## src/rtl/inst_fetch_buffer.sv

```systemverilog
// Instruction fetch front end: owns the fetch PC, issues in-order requests on the
// SRAM-like instruction bus and queues returned words with their PCs for decode.
// Latency: data_ok captured at edge N is presented on out_valid after edge N.
// Backpressure: out_ready low fills the ring; inst_req drops once every slot is
//   allocated or reserved for a stale response.
//
// Ports:
//   clk, resetn                   core clock, asynchronous active-low reset
//   inst_req/inst_addr            fetch request and word-aligned address
//   inst_addr_ok                  request accepted this cycle
//   inst_data_ok/inst_rdata       in-order response and its word
//   redirect/redirect_pc          flush the ring and restart fetch at redirect_pc
//   out_valid/out_ready           decode handshake for the head entry
//   out_instr/out_pc/out_adel     head entry payload
//
// Optional feature macro FETCH_ADEL_EN: a misaligned redirect_pc produces a single
// address-error entry instead of a bus request, and fetch halts until the next
// redirect. Without it the redirect target is silently word-aligned.
module inst_fetch_buffer #(
  parameter logic [31:0] RESET_PC = 32'hBFC00000,
  parameter int          DEPTH    = 4
) (
  input  logic        clk,
  input  logic        resetn,
  output logic        inst_req,
  output logic [31:0] inst_addr,
  input  logic        inst_addr_ok,
  input  logic        inst_data_ok,
  input  logic [31:0] inst_rdata,
  input  logic        redirect,
  input  logic [31:0] redirect_pc,
  output logic        out_valid,
  output logic [31:0] out_instr,
  output logic [31:0] out_pc,
  input  logic        out_ready,
  output logic        out_adel
);

  localparam int PW = (DEPTH > 1) ? $clog2(DEPTH) : 1;
  localparam int CW = $clog2(DEPTH + 1);
  localparam logic [CW:0] DEPTH_C = (CW + 1)'(DEPTH);

  logic [31:0]   r_ent_pc    [DEPTH];
  logic [31:0]   r_ent_instr [DEPTH];
  logic [DEPTH-1:0] r_ent_filled;
`ifdef FETCH_ADEL_EN
  logic [DEPTH-1:0] r_ent_adel;
`endif
  logic [PW-1:0] r_head, r_fill, r_tail;
  logic [CW-1:0] r_alloc_cnt;  // entries allocated in the ring
  logic [CW-1:0] r_pend_cnt;   // allocated entries still waiting for their word
  logic [CW-1:0] r_drop_cnt;   // stale responses still to discard
  logic [31:0]   r_pc;
  logic          r_halted;
  logic          r_run;        // holds inst_req low until the first edge after reset

  logic [CW:0]   w_used;
  logic          w_accept, w_fill, w_drop, w_pop;
  logic [CW:0]   w_drop_sum;
  logic [31:0]   w_redir_pc;

  assign w_used    = {1'b0, r_alloc_cnt} + {1'b0, r_drop_cnt};
  assign inst_req  = r_run && !r_halted && (w_used < DEPTH_C);
  assign inst_addr = r_pc;

  assign w_accept = inst_req && inst_addr_ok;
  assign w_fill   = inst_data_ok && (r_drop_cnt == '0);
  assign w_drop   = inst_data_ok && (r_drop_cnt != '0);

  assign out_valid = (r_alloc_cnt != '0) && r_ent_filled[r_head];
  assign out_instr = r_ent_instr[r_head];
  assign out_pc    = r_ent_pc[r_head];
  assign w_pop     = out_valid && out_ready;
`ifdef FETCH_ADEL_EN
  assign out_adel  = r_ent_adel[r_head];
  assign w_redir_pc = redirect_pc;
`else
  assign out_adel  = 1'b0;
  assign w_redir_pc = redirect_pc & 32'hFFFF_FFFC;
`endif

  // Responses still owed by the bus after a redirect edge: everything unfilled,
  // everything already being dropped, plus a request accepted right now, minus a
  // response arriving right now (whether it would have been filled or dropped).
  assign w_drop_sum = {1'b0, r_pend_cnt} + {1'b0, r_drop_cnt}
                    + (CW + 1)'(w_accept) - (CW + 1)'(inst_data_ok);

  always_ff @(posedge clk or negedge resetn) begin
    if (!resetn) begin
      for (int i = 0; i < DEPTH; i++) begin
        r_ent_pc[i]    <= '0;
        r_ent_instr[i] <= '0;
      end
      r_ent_filled <= '0;
`ifdef FETCH_ADEL_EN
      r_ent_adel   <= '0;
`endif
      r_head      <= '0;
      r_fill      <= '0;
      r_tail      <= '0;
      r_alloc_cnt <= '0;
      r_pend_cnt  <= '0;
      r_drop_cnt  <= '0;
      r_pc        <= RESET_PC;
      r_halted    <= 1'b0;
      r_run       <= 1'b0;
    end else begin
      r_run <= 1'b1;
      if (redirect) begin
        for (int i = 0; i < DEPTH; i++) begin
          r_ent_pc[i]    <= '0;
          r_ent_instr[i] <= '0;
        end
        r_ent_filled <= '0;
`ifdef FETCH_ADEL_EN
        r_ent_adel   <= '0;
`endif
        r_head      <= '0;
        r_fill      <= '0;
        r_tail      <= '0;
        r_alloc_cnt <= '0;
        r_pend_cnt  <= '0;
        r_drop_cnt  <= CW'(w_drop_sum);
        r_pc        <= w_redir_pc;
        r_halted    <= 1'b0;
`ifdef FETCH_ADEL_EN
        // Misaligned target: park a ready-made error entry in slot 0 and stop fetching.
        if (redirect_pc[1:0] != 2'b00) begin
          r_ent_pc[0]     <= redirect_pc;
          r_ent_filled[0] <= 1'b1;
          r_ent_adel[0]   <= 1'b1;
          r_tail          <= PW'(1);
          r_fill          <= PW'(1);
          r_alloc_cnt     <= CW'(1);
          r_halted        <= 1'b1;
        end
`endif
      end else begin
        // Accept, fill and pop always touch distinct slots: accept needs a free
        // slot, fill targets an allocated unfilled slot, pop a filled one.
        if (w_accept) begin
          r_ent_pc[r_tail]     <= r_pc;
          r_ent_instr[r_tail]  <= '0;
          r_ent_filled[r_tail] <= 1'b0;
`ifdef FETCH_ADEL_EN
          r_ent_adel[r_tail]   <= 1'b0;
`endif
          r_tail <= r_tail + 1'b1;
          r_pc   <= r_pc + 32'd4;
        end
        if (w_fill) begin
          r_ent_instr[r_fill]  <= inst_rdata;
          r_ent_filled[r_fill] <= 1'b1;
          r_fill <= r_fill + 1'b1;
        end
        if (w_drop) begin
          r_drop_cnt <= r_drop_cnt - 1'b1;
        end
        if (w_pop) begin
          r_ent_filled[r_head] <= 1'b0;
          r_head <= r_head + 1'b1;
        end
        r_alloc_cnt <= r_alloc_cnt + CW'(w_accept) - CW'(w_pop);
        r_pend_cnt  <= r_pend_cnt + CW'(w_accept) - CW'(w_fill);
      end
    end
  end

endmodule
```

## config.mk

```make
export PLATFORM = sky130hd
export DESIGN_NAME = inst_fetch_buffer
export DESIGN_NICKNAME = d
export VERILOG_FILES = /design/src/rtl/inst_fetch_buffer.sv
export SDC_FILE = /design/constraint.sdc
export NUM_CORES = 1
export LEC_CHECK = 0
export BUFFER_PORTS_ARGS = -buffer_cell sky130_fd_sc_hd__buf_2
export CORE_AREA = 2 2 240 242
export DETAILED_ROUTE_END_ITERATION = 7
export DIE_AREA = 0 0 242 244
export GPL_TIMING_DRIVEN = 0
export PLACE_DENSITY = 0.53
export SKIP_LAST_GASP = 1
export SYNTH_ARGS = -nofsm -noshare
export SYNTH_HDL_FRONTEND = slang
export SYNTH_SLANG_ARGS = --single-unit
```

## constraint.sdc

```tcl
create_clock -name clk -period 3.4 [get_ports clk]
set_clock_uncertainty 0.15 [all_clocks]
set_input_delay 1.02 -clock clk [delete_from_list [all_inputs] [get_ports clk]]
set_output_delay 1.02 -clock clk [all_outputs]
set_load 0.03 [all_outputs]
```

=== Word level (Yosys, flattened, before mapping) ===
Cells that the tools add are included.

* $add $sub $neg: 13
* Reductions and logical operators: 18
* Multiplexer cells: 44
* Magnitude comparators: 12
* Bitwise logic cells: 10

{| class="wikitable"
|+ Operator list
! cell !! number
|-
| $mux 128 || 6
|-
| $bwmux 128 || 2
|-
| $mux 32 || 8
|-
| $and 128x128->128 || 1
|-
| $bmux 32 s2 || 2
|-
| $demux 32 s2 || 2
|-
| $not 128->128 || 1
|-
| $add 32x3->32 const B || 1
|-
| $mux 4 || 6
|-
| $mux 2 || 6
|-
| $mux 3 || 4
|-
| $logic_and 1x1->1 || 11
|-
| $add 3x1->3 || 3
|-
| $ge 3x3->1 const B || 3
|-
| $lt 2x3->1 const B || 3
|-
| $not 2->3 || 3
|-
| $sub 3x1->3 || 3
|-
| $and 4x4->4 || 2
|-
| $not 4->4 || 2
|-
| $reduce_bool 2->1 || 4
|-
| $add 2x1->2 const B || 3
|-
| $demux 1 s2 || 3
|-
| $ge 2x1->1 const B || 3
|-
| $lt 3x1->1 const B || 2
|-
| 9 further kinds || 13
|}

* Input bits: 70
* Output and inout port bits: 99
* Word-level logic and storage cells: 114
* Register bits: 308

=== Logic depth before layout (Yosys ltp) ===
* Depth after elaboration: 14
* Depth in mapped cells: 13
* Mapped depth without buffers: 12

=== Worst setup path before layout ===
OpenSTA, ideal clock, no wires.

* Path kind: flip-flop to flip-flop
* Start point: register r_alloc_cnt[2]
* End point: register r_alloc_cnt[2]
* Path buffers: 1
* Cell stages (with the launch flop): 14
* Arrival: 2.834 ns
* Path slack: 0.284 ns
* Path through: dfrtp_1 -> ha_1 -> nor4b_4 -> and3_1 -> buf_2 -> inv_1 -> ha_1 -> inv_1 -> ha_1 -> inv_1 -> fa_1 -> xor2_1 -> xnor2_1 -> nor2_1

* Cells in the longest elaborated chain, start to end: 7

{| class="wikitable"
|+ RTL lines
! element !! RTL line !! source
|-
| start: declaration || 50 || <nowiki>logic [CW-1:0] r_alloc_cnt;</nowiki>
|-
| start signal: assignment || 163 || <nowiki>r_alloc_cnt <= r_alloc_cnt + CW'(w_accept) - CW'(w_pop);</nowiki>
|-
| $add 3x3->4 || 62 || <nowiki>assign w_used = {1'b0, r_alloc_cnt} + {1'b0, r_drop_cnt};</nowiki>
|-
| $lt 4x3->1 || 63 || <nowiki>assign inst_req = r_run && !r_halted && (w_used < DEPTH_C);</nowiki>
|-
| $logic_and 1x1->1 || 63 ||
|-
| $logic_and 1x1->1 || 66 || <nowiki>assign w_accept = inst_req && inst_addr_ok;</nowiki>
|-
| $add 3x1->3 || 163 ||
|-
| $sub 3x1->3 * || 163 ||
|-
| $mux 3 * || 109 || <nowiki>if (redirect) begin</nowiki>
|}

Every way passes the cells marked *; elsewhere a longest branch is shown, timed or not.
A chain may end at the register's enable or synchronous reset.

=== Worst setup path after layout ===
* Start point: register r_head[0]
* End point: output out_pc[1]

* Cells in the longest elaborated chain, start to end: 4

{| class="wikitable"
|+ RTL lines
! element !! RTL line !! source
|-
| start: declaration || 49 || <nowiki>logic [PW-1:0] r_head, r_fill, r_tail;</nowiki>
|-
| start signal: assignment || 161 || <nowiki>r_head <= r_head + 1'b1;</nowiki>
|-
| $not 2->3 (implied by the code) || 72 || <nowiki>assign out_pc = r_ent_pc[r_head];</nowiki>
|-
| $bmux 32 s2 || 72 ||
|-
| $mux 32 (implied by the code) (2 in series) || 72 ||
|-
| end: declaration || 34 || <nowiki>output logic [31:0] out_pc,</nowiki>
|}

Every way passes these cells. The select of a mux whose other input is x is not followed.

==> flow_summary.yaml <==
clock_network:
  ctsLongestPathBuffers: 3
  ctsRootBufferMaster: "clkbuf_16"
  hold_buffers: 0
  cts_num_sinks: 302
  numCtsBuffers: 34
  htree_levels: 2
  clock_latency_ns: 0.54
  clkTransAtPathRegs_ns: 0.06
  cts_tree: "done"
setup_path:
  rrSetupSlack_ns: 0.22
  worstSetupStartpointType: "flip-flop"
  crit_arrival_ns: 2.16
  end_kind: "output port"
  rr_endpoint: "r_pend_cnt[2]$_DFF_PN0_"
  path_class: "flip-flop to output port"
  cp_slowest_cell: "mux4_2"
  cpMostUsedCell: "buf_12"
  r2r_cells: 13
  r2r_start: "r_alloc_cnt[1]$_DFF_PN0_"
  worst-path-max-fanout: 10
  max_stage_delay_ns: 0.57
  crit_required_ns: 2.23
  crit_chain: "buf_12, buf_12, mux4_2, buf_4, buf_2"
worst_hold_path:
  hold_depth: 1
  hp-class: "flip-flop to flip-flop"
  whs_endpoint: "r_ent_pc[97]$_DFFE_PN0P_"
  min-delay-start: "r_ent_pc[97]$_DFFE_PN0P_"
placed_design:
  port_buffers: 162
  dp_hpwl_um: 30580
  pre_cts_ws_ns: -0.2640
  place.gp.congestion: 0.8199
  place_area_um2: 15830
synth:
  syn_area_per_cell_um2: 11.23
  synth-edff-count: 0
  synth-async-reset-ratio: 1.000
  ys_warn_count: 0
  synth_area_um2: 14000
  synthCells: 1246
  ys.flop_type: "dfrtp_1"
  synth-seq-cells: 302
  ys_types: 48
  ys_seq_area_frac: 0.5407
timing:
  maxSlewHeadroom: 0.4329
  worstMarginPinSlew_ns: 0.8507
  rsz0062_at_grt: "yes"
  slew_viol_final: 0
  period_share: 0.9792
  min_period_ns: 3.329
  fmax_mhz: 300.4
  finalSetupViolCount: 0
  worst_slack_ns: 0.07062
  hold_viol: 0
grt:
  groute.layer.met1.usage: 0.2093
  grt_remaining_overflow: 0
  met2_usage: 0.2432
  grt_pass1_vias: 11099
  grt_max_degree: 119
  busiest_layer: "met2"
  grt_usage: 0.1506
  grt_pass1_wl_um: 68880
  antenna_found_initial: 1
  grt_use_met3: 0.03051
cells_and_area:
  nets: 1553
  final_common_cell: "dfrtp_1"
  syn_to_final_growth_pct: 22.31
  final_cell_area_um2: 17120
  mostFrequentLayoutCells: "dfrtp_1 (290), nand2_1 (273), buf_2 (188)"
  drive_above_1_share: 0.2505
  fillCellCount: 5874
  final_util: 0.3048
outcome:
  status: "complete, no violations"
floorplanning:
  die_x_um: 242
  core_area_um2: 56170
  num_rows: 87
  initial_utilization: 0.2492
  die_h_um: 244
  die_area_um2: 59050
  io_pins: 169
routing:
  vias_per_cell: 4.885
  wire_per_inst_um: 20.11
  wl_um: 45010
  num_vias: 10932
  drtPass1Iterations: 5
  drc: 0
  drt_iter0_drc: 950
  drtAntennaViolNets: 0
pwr:
  leakage_nw: 7.571
  ir_drop_mv: 0.2893
  p_per_area_nw_per_um2: 544.1
run:
  cap_viol_max_count: 0
[stage by stage]
step / instances / TNS, ns / power, W / hold WS, ns
floorplan: 1248 / 0 / 0.005019 / 0.2977
global placement: 2166 / -1354.99 / 0.005638 / 0.3192
detailed placement: 2168 / -3.675 / 0.005665 / 0.3232
CTS: 2234 / -0.03813 / 0.009384 / 0.3373
global route: 2237 / -0.004775 / 0.009735 / 0.3546
finish: 2238 / 0 / 0.009316 / 0.3369
[power breakdown]
| group | internal, W | total, W | leakage, nW | switching [W] |
|---|---|---|---|---|
| Clock | 0.00209 | 0.00365 | 0.540 | 0.00155 |
| Sequential | 0.00378 | 0.00394 | 4.12 | 0.000163 |
| Combinational | 0.000598 | 0.00172 | 2.91 | 0.00112 |
[critical path: cells and delay by family (launching register included)]
| family | cells | cell delay (ns) |
|---|---|---|
| DFF | 1 | 0.41 |
| buffers and inverters | 4 | 0.64 |
| muxes | 1 | 0.57 |
[layout make-up]
type,instances,area (um2),share of cell area
sequential,302,7572,0.4423
inverter,27,105.1,0.006139
buffer,114,590.6,0.03450
clock buffer,42,920.9,0.05379
tap,756,945.9,0.05525
antenna,1,2.502,0.0001462
multi-input combinational,804,5866,0.3426
clock inverter,19,171.4,0.01001
timing repair buffer,173,945.9,0.05525
[how the worst max path moves through the flow]
stage,start,cells past startpoint,slack (ns),end
finish,r_head[0]$_DFFE_PN0P_,5,0.07,out_pc[1]
global route,r_head[0]$_DFFE_PN0P_,3,-0.005,out_instr[9]
CTS,r_alloc_cnt[2]$_DFF_PN0_,5,-0.03,inst_req
detailed placement,r_drop_cnt[2]$_DFFE_PN0P_,13,-0.26,r_alloc_cnt[2]$_DFF_PN0_
global placement,resetn,1,-4.59,inst_addr[11]$_DFFE_PN0P_
floorplan,r_alloc_cnt[2]$_DFF_PN0_,13,0.28,r_alloc_cnt[2]$_DFF_PN0_
[sequential cells by signal (all words and copies together) (netlist names)]
name          cells
r_ent_filled      4
r_ent_pc        124
r_alloc_cnt       3
r_ent_instr     128
r_run             1
r_head            2
r_fill            2
inst_addr        30
r_tail            2
r_drop_cnt        3
r_pend_cnt        3
[kinds of logic (layout without fill, tap and decap cells)]
family                     Yosys count  in the layout  synth area share
AOI/OAI and AO/OA                  304            304            0.1497
xor gates and xnor gates            24             24           0.01502
adders and majority gates           27             27           0.02628
buffers and inverters              142            375           0.04273
DFF                                302            302            0.5407
muxes                               72             72            0.1089
other                                2              5         0.0005365
and+or+nand+nor                    373            373            0.1161
[synthesized netlist by cell type (4+ instances only)]
cell type  number  area share
mux4_2         64        0.10
nor3_1          8      0.0029
inv_1          26      0.0070
and2_1          7      0.0031
a211oi_2        4      0.0036
a22o_1        128       0.080
clkbuf_1       69       0.019
buf_1           6      0.0016
fa_1            4      0.0057
xnor2_1        15      0.0094
nor2_1         28      0.0075
and4_1          7      0.0044
nand4_1        10      0.0045
ha_1           23       0.021
nand2_1       273       0.073
dfstp_2         9       0.017
xor2_1          9      0.0056
nand3_1        11      0.0039
and3_1         16      0.0072
a21oi_1       132       0.047
mux2i_1         6      0.0043
o21ai_0        19      0.0068
buf_4           6      0.0032
a211oi_1        5      0.0027
dfrtp_1       293        0.52
buf_2          33       0.012
[what timing repair did]
| action | CTS | global route |
|---|---|---|
| setup buffers | 5 | 4 |
| setup endpoints to repair | 67 | 23 |
| resized for setup | 34 | 13 |
| pin swaps | 1 | 2 |
[routing by layer]
layer  part of all wire  up-vias  routed length, um
li1                   -     4867                  -
met1               0.45     5597              20080
met2               0.47      405              21080
met3              0.071       61               3185
met4              0.014        2                652
met5            0.00022        -                 10
No activity file was read; power rests on OpenSTA's default activity.
